$ cat config.mk
export PLATFORM = sky130hd
export DESIGN_NAME = alu_operand_issue
export DESIGN_NICKNAME = d
export VERILOG_FILES = /design/src/rtl/alu_operand_issue.sv
export SDC_FILE = /design/constraint.sdc
export NUM_CORES = 1
export LEC_CHECK = 0
export ABC_AREA = 0
export BUFFER_PORTS_ARGS = -buffer_cell sky130_fd_sc_hd__buf_4
export CAP_MARGIN = 20
export CORE_AREA = 2 2 159 161
export CTS_CLUSTER_SIZE = 20
export DETAILED_ROUTE_END_ITERATION = 16
export DIE_AREA = 0 0 161 163
export SKIP_CTS_REPAIR_TIMING = 1
export SYNTH_ARGS = -nofsm -noshare
export SYNTH_HDL_FRONTEND = slang
export SYNTH_SLANG_ARGS = --single-unit
$ cat constraint.sdc
create_clock -name clk -period 2.84 [get_ports clk]
set_input_delay 0.71 -clock clk [delete_from_list [all_inputs] [get_ports clk]]
set_output_delay 0.71 -clock clk [all_outputs]
set_load 0.02 [all_outputs]
$ cat src/rtl/alu_operand_issue.sv
// EX-entry pipeline register feeding the ALU: operand select, RAW forwarding/stall,
// and MEM-stage sideband (rd/wen/is_load/store data).
// Optional feature: define FWD_BYPASS_EN to enable the EX/MEM/WB bypass network;
// when undefined, operands come from the regfile only and any in-flight match stalls.
module alu_operand_issue #(
   parameter int unsigned XLEN  = 32,
   parameter int unsigned CNT_W = 16
) (
   input  logic             clk,
   input  logic             rst,
   input  logic             flush,
   input  logic             dec_valid,
   output logic             dec_ready,
   input  logic [9:0]       dec_alucontrol,
   input  logic             dec_aluneg,
   input  logic [4:0]       dec_rs1,
   input  logic [4:0]       dec_rs2,
   input  logic             dec_use_rs1,
   input  logic             dec_use_rs2,
   input  logic [XLEN-1:0]  dec_rs1_data,
   input  logic [XLEN-1:0]  dec_rs2_data,
   input  logic [XLEN-1:0]  dec_imm,
   input  logic [XLEN-1:0]  dec_pc,
   input  logic             dec_src2_imm,
   input  logic             dec_src1_pc,
   input  logic [4:0]       dec_rd,
   input  logic             dec_wen,
   input  logic             dec_is_load,
   output logic             ex_valid,
   input  logic             ex_ready,
   output logic [9:0]       alucontrol,
   output logic             aluneg,
   output logic [XLEN-1:0]  D1,
   output logic [XLEN-1:0]  D2,
   output logic [XLEN-1:0]  ex_store_data,
   output logic [4:0]       ex_rd,
   output logic             ex_wen,
   output logic             ex_is_load,
   input  logic [XLEN-1:0]  alu_result,
   input  logic             mem_valid,
   input  logic             mem_wen,
   input  logic [4:0]       mem_rd,
   input  logic [XLEN-1:0]  mem_data,
   input  logic             mem_data_ok,
   input  logic             wb_valid,
   input  logic             wb_wen,
   input  logic [4:0]       wb_rd,
   input  logic [XLEN-1:0]  wb_data,
   output logic [CNT_W-1:0] stall_cnt
);

   localparam logic [CNT_W-1:0] CNT_MAX = '1;

   // A producer stage writes register rs (x0 never matches).
   function automatic logic hit(input logic v, input logic w, input logic [4:0] rd,
                                input logic [4:0] rs);
      return v & w & (rd != 5'd0) & (rd == rs);
   endfunction

   logic            ex_m1, ex_m2, mem_m1, mem_m2, wb_m1, wb_m2;
   logic            hazard;
   logic            accept;
   logic [XLEN-1:0] op1_val, op2_val;

   assign ex_m1  = dec_use_rs1 & hit(ex_valid,  ex_wen,  ex_rd,  dec_rs1);
   assign ex_m2  = dec_use_rs2 & hit(ex_valid,  ex_wen,  ex_rd,  dec_rs2);
   assign mem_m1 = dec_use_rs1 & hit(mem_valid, mem_wen, mem_rd, dec_rs1);
   assign mem_m2 = dec_use_rs2 & hit(mem_valid, mem_wen, mem_rd, dec_rs2);
   assign wb_m1  = dec_use_rs1 & hit(wb_valid,  wb_wen,  wb_rd,  dec_rs1);
   assign wb_m2  = dec_use_rs2 & hit(wb_valid,  wb_wen,  wb_rd,  dec_rs2);

`ifdef FWD_BYPASS_EN
   // Only an unresolved load (in EX, or pending in MEM) blocks issue.
   assign hazard = ((ex_m1 | ex_m2) & ex_is_load) | ((mem_m1 | mem_m2) & ~mem_data_ok);

   // Bypass mux, youngest producer first; x0 always reads zero.
   always_comb begin
      op1_val = dec_rs1_data;
      op2_val = dec_rs2_data;
      if (dec_rs1 == 5'd0) op1_val = '0;
      else if (ex_m1)      op1_val = alu_result;
      else if (mem_m1)     op1_val = mem_data;
      else if (wb_m1)      op1_val = wb_data;
      if (dec_rs2 == 5'd0) op2_val = '0;
      else if (ex_m2)      op2_val = alu_result;
      else if (mem_m2)     op2_val = mem_data;
      else if (wb_m2)      op2_val = wb_data;
   end
`else
   // Without bypass, any in-flight writer of a source register blocks issue.
   assign hazard = ex_m1 | ex_m2 | mem_m1 | mem_m2 | wb_m1 | wb_m2;

   logic unused_fwd;
   assign unused_fwd = ^{alu_result, mem_data, mem_data_ok, wb_data};

   // Regfile operands only; x0 always reads zero.
   always_comb begin
      op1_val = (dec_rs1 == 5'd0) ? '0 : dec_rs1_data;
      op2_val = (dec_rs2 == 5'd0) ? '0 : dec_rs2_data;
   end
`endif

   assign dec_ready = ~rst & ~hazard & (~ex_valid | ex_ready);
   assign accept    = dec_valid & dec_ready;

   // Held op register, valid bit and saturating stall counter.
   always_ff @(posedge clk) begin
      if (rst) begin
         ex_valid      <= 1'b0;
         alucontrol    <= '0;
         aluneg        <= 1'b0;
         D1            <= '0;
         D2            <= '0;
         ex_store_data <= '0;
         ex_rd         <= '0;
         ex_wen        <= 1'b0;
         ex_is_load    <= 1'b0;
         stall_cnt     <= '0;
      end else begin
         if (accept) begin
            alucontrol    <= dec_alucontrol;
            aluneg        <= dec_aluneg;
            D1            <= dec_src1_pc  ? dec_pc  : op1_val;
            D2            <= dec_src2_imm ? dec_imm : op2_val;
            ex_store_data <= op2_val;
            ex_rd         <= dec_rd;
            ex_wen        <= dec_wen;
            ex_is_load    <= dec_is_load;
         end
         if (flush)         ex_valid <= 1'b0;
         else if (accept)   ex_valid <= 1'b1;
         else if (ex_ready) ex_valid <= 1'b0;
         if (dec_valid & hazard & ~flush & (stall_cnt != CNT_MAX))
            stall_cnt <= stall_cnt + CNT_W'(1);
      end
   end

endmodule

; Word-level counts from Yosys, hierarchy flattened
; Cells that the tools add are included.
[totals]
register_bits = 131
out_inout_bits = 132
in_bits = 276
[op_classes]
eq_ne = 7
n_bitwise = 34
n_mux = 6
add_sub_neg = 1
reduce_logical = 7
[op_table]
columns = operator, n
row1 = 32-bit 2-to-1 mux, 4
row2 = 5-bit equality test, 6
row3 = 1-bit AND, 24
row4 = 16-bit by 1-bit adder with 16-bit output (second input constant), 1
row5 = 16-bit inequality test (second input constant), 1
row6 = 5-bit nonzero test, 3
row7 = 5-bit logical NOT, 2
row8 = 1-bit OR, 6
row9 = 1-bit NOT, 4
row10 = 1-bit 2-to-1 mux, 2
row11 = 2-bit nonzero test, 1
row12 = 2-bit OR reduction, 1

; Longest topological paths before layout
[depth]
ltp_word = 14
mapped_depth = 10
mapped_depth_nobuf = 7

; Worst setup path after synthesis
; No wires, ideal clock.
[synth_path]
kind = in2out
start = input port wb_rd[1]
end = output port dec_ready
required_ps = 2130
path_stages = 6
setup_slack_ps = -26
path_buffers = 1
t_arrival_ps = 2156
path_cell_list = or4_1 nor2_1 nor4_1 o31ai_1 buf_4 and3_1
[synth_between]
elab_chain_len = 9
word_cells_on_any_way = 13
cone_classes = eq/ne (2) / bitwise (10) / reduce/logical (1)
[synth_lines]
columns = item, line
row1 = from (decl), 47  ; input logic [4:0] wb_rd,
row2 = 5-bit nonzero test, 57  ; return v & w & (rd != 5'd0) & (rd == rs);
row3 = 1-bit AND (2 in a row), 57
row4 = 1-bit AND, 69  ; assign wb_m1 = dec_use_rs1 & hit(wb_valid, wb_wen, wb_rd, dec_rs1);
row5 = 1-bit OR, 91  ; assign hazard = ex_m1 | ex_m2 | mem_m1 | mem_m2 | wb_m1 | wb_m2;
row6 = 1-bit OR (*), 91
row7 = 1-bit NOT (*), 103  ; assign dec_ready = ~rst & ~hazard & (~ex_valid | ex_ready);
row8 = 1-bit AND (*) (2 in a row), 103
row9 = to (decl), 13  ; output logic dec_ready,
; Mark *: on every way between the ends. The rest lies on a longest branch, timed or not.

; Worst setup path after layout
[layout_path]
start = register ex_rd[3]
end = output port dec_ready
[layout_between]
elab_chain_len = 12
word_cells_on_any_way = 16
cone_classes = eq/ne (2) / bitwise (13) / reduce/logical (1)
[layout_lines]
columns = item, line
row1 = from (decl), 36  ; output logic [4:0] ex_rd,
row2 = from (signal assigned), 126  ; ex_rd <= dec_rd;
row3 = 5-bit nonzero test, 57
row4 = 1-bit AND (2 in a row), 57
row5 = "1-bit AND, on equally long branches", "65, 66"
row6 = 1-bit OR (*) (5 in a row), 91
row7 = 1-bit NOT (*), 103
row8 = 1-bit AND (*) (2 in a row), 103
; Marks and branches as above.

==> run_results.csv <==
group,metric,value,unit
cts,cts_htree_levels,4,
timing,finClkSkew,0.01057,ns
grt,grt_max_degree,141,
final_layout,seqCellArea,2624,sq um
final_layout,fillers,2577,
place,io_buffers,310,
synth,synth_flop_cell,"dfxtp_1",
power,p_seq_share,38.3,%
drt,vias_per_cell,4.564,
drt,detailedRoute.firstPassIterationCount,4,
synth,ys_seq_area_share,43.76,%
cts,max-clock-path-buffers,2,
final_layout,most-common-layout-cells,"buf_4 (344), dfxtp_1 (130), nor2_1 (116)",
grt,track_usage,16.07,%
flow_run,maxCapViolations,0,
final_layout,multi_input_area,3059,sq um
floorplan,io_pins,408,
synth,synthArstFlopShare,0,%
critical_path,critical_path_class,"reg -> out",
power,p_switching,1497,uW
synth,ys_warn_count,0,
floorplan,rows,58,
critical_path,worst_ep_required_time,2.13,ns
critical_path,slowest_stage,"or4_4",
critical_path,critPathMaxStageDelay,0.54,ns
grt,grt_util_met1,19.35,%
synth,avgSynthCellArea,8.417,sq um
cts,clkSlewWorstSetupHoldPaths,0.06,ns
timing,maxSlewViolCount,0,
power,powerDensity,558.6,nW/um^2
critical_path,startpoint,"ex_rd[3]",
final_layout,antenna_cells,0,
final_layout,layout_commonest_cell,"buf_4",
place,gp_congestion,0.8301,
timing,fmax,344.4,MHz
synth,synth_fp_nets,989,
floorplan,die_w,161,microns
power,swShare,28.33,%
critical_path,arrival,2.19,ns
timing,grt_setup_unrepaired,"true",
timing,hold_viol_final,0,
timing,min_period,2.903,ns
grt,grt-ovfl-total,0,
cts,cts_tree,"done",
final_layout,final_layout_size_suffix_gt1_share,39.21,%
floorplan,die_height,163,microns
synth,ys_seq_elements,131,
power,p_comb_share,19.5,%
floorplan,core,24670,sq um
final_layout,final_area,9455,sq um
place,pre_cts_ws,-0.2397,ns
drt,vias,6243,
min_path,hold_class,"in -> reg",
grt,use_met3,6.061,%
timing,layout_setup_ws,-0.06327,ns
critical_path,path_max_fanout,3,
run_status,violations,"negative setup slack",
drt,wl_per_cell,15.73,microns
synth,syn_area,5993,sq um
drt,drc_errors,0,
run_status,status,"complete, but fails checks",
critical_path,crit_buf_inv,1,
drt,wl,21520,microns
grt,grt_pass1_vias,6137,
synth,netlist_instances,712,
cts,numCtsBuffers,17,
final_layout,nNetsFinal,1302,
synth,yosysUniqueCellTypes,40,
critical_path,critPathLaunchType,"register",
floorplan,start_util,24.29,%
timing,tightest_slew,0.6596,ns
floorplan,dieArea,26240,sq um
grt,antenna_found_initial,0,
cts,cts-root-buf,"clkbuf_16",
place,placed_area,8796,sq um
power,vdd_drop_max,0.0003074,V
cts,clock_latency,0.41,ns
place,dp.final_hpwl,15380,microns
synth,synth_edf_count,0,
drt,drt_iter0_markers,364,
timing,setup_viol,1,
power,pwr-share-clk,42.2,%
final_layout,final_util,38.32,%
critical_path,cp_cell_sequence,"or4_4 -> o211ai_4 -> nor4_4 -> o31ai_4 -> and3_4 -> buf_6",
timing,slew_headroom,56.02,%
final_layout,synthToLayoutAreaGrowth,57.77,%
cts,clock_sinks,131,
critical_path,r2r-start,"ex_rd[3]",
grt,global_route.usage.met2,26.96,%
grt,grt_pass1_wl,33400,microns
power,p_int,3785,uW
min_path,hp-start,"flush",
critical_path,crit_family,"simple AND/OR/NAND/NOR gates",
drt,ant_nets,0,
critical_path,end_kind,"output port",
timing,finalCritPeriodShare,102.2,%
power,leakagePower,0.004168,uW
grt,grt-busiest-layer,"met2",
[metal layers]
metal / vias up / wire length [microns]
li1: 3141 / -
met1: 2886 / 9348
met2: 202 / 10180
met3: 14 / 1742
met4: 0 / 251
met5: - / 0
[area by class of cell]
type | count | area share [%]
multi-input cells | 519 | 32.35
repair buffers | 353 | 29.13
clock inverters | 14 | 1.641
clock buffers | 18 | 4.645
flip-flops and latches | 131 | 27.75
well taps | 330 | 4.367
inverters | 3 | 0.1191
[metrics by stage]
stage,power [uW],std cells,hold WS (ns),TNS [ns]
global route,5545,1368,0.4521,-0.1331
CTS,5364,1368,0.4513,-0.2119
detailed placement,3091,1336,0.4639,-14.46
global placement,3080,1336,0.4639,-12.06
floorplan,2560,712,0.5479,0
finish,5282,1368,0.4736,-0.06327
[state kept, by name (all words and copies together), names as in the netlist]
| register | cells |
|---|---|
| ex_valid | 1 |
| ex_rd | 5 |
| alucontrol | 10 |
| ex_is_load | 1 |
| aluneg | 1 |
| stall_cnt | 16 |
| ex_store_data | 32 |
| ex_wen | 1 |
| D1 | 32 |
| D2 | 32 |
[Yosys cell counts, types with 2 or more instances]
master,n,share of area [%]
dfxtp_1,131,44
nor2_1,116,7.3
nand2_1,76,4.8
nor3_1,68,5.7
nand3b_1,51,6.4
clkbuf_1,39,2.4
a211oi_1,36,4.5
a221oi_1,32,4.7
o21ai_0,32,2.7
xnor2_1,23,3.4
xor2_1,12,1.8
a21oi_1,11,0.92
nand3_1,10,0.84
and3_1,7,0.73
buf_12,7,2.3
nor4_1,7,0.73
a31o_2,6,0.88
buf_2,6,0.50
nand2b_1,6,0.63
buf_1,4,0.25
nor2b_1,4,0.42
and2_1,3,0.31
inv_1,3,0.19
mux2_2,3,0.56
and4_1,2,0.29
nand4_1,2,0.21
or4_1,2,0.25
[path summary, 6_finish.rpt]
path | endpoint | slack (ns) | cells past startpoint
setup / recovery | dec_ready | -0.06 | 6
hold reg to reg | alucontrol[9] | 0.48 | 2
setup reg to reg | D2[22] | 0.18 | 10
hold / removal | ex_valid | 0.47 | 2
[power groups by stage]
stage | combinational [uW] | sequential [uW] | clock [uW]
floorplan | 349 | 2210 | 0
global placement | 1020 | 2060 | 0
detailed placement | 1030 | 2060 | 0
CTS | 1030 | 2020 | 2310
global route | 1120 | 2040 | 2390
finish | 1030 | 2020 | 2230
[logic make-up after synthesis]
group / share of synthesized area [%]
buffers and inverters: 6.284
AO/OA/AOI/OAI: 15.22
XOR/XNOR: 5.115
flip-flops: 43.76
AND/OR/NAND/NOR: 28.68
multiplexers: 0.7307
adder cells (fa/ha/maj): 0.2087
Power figures use the tool's default switching activity.
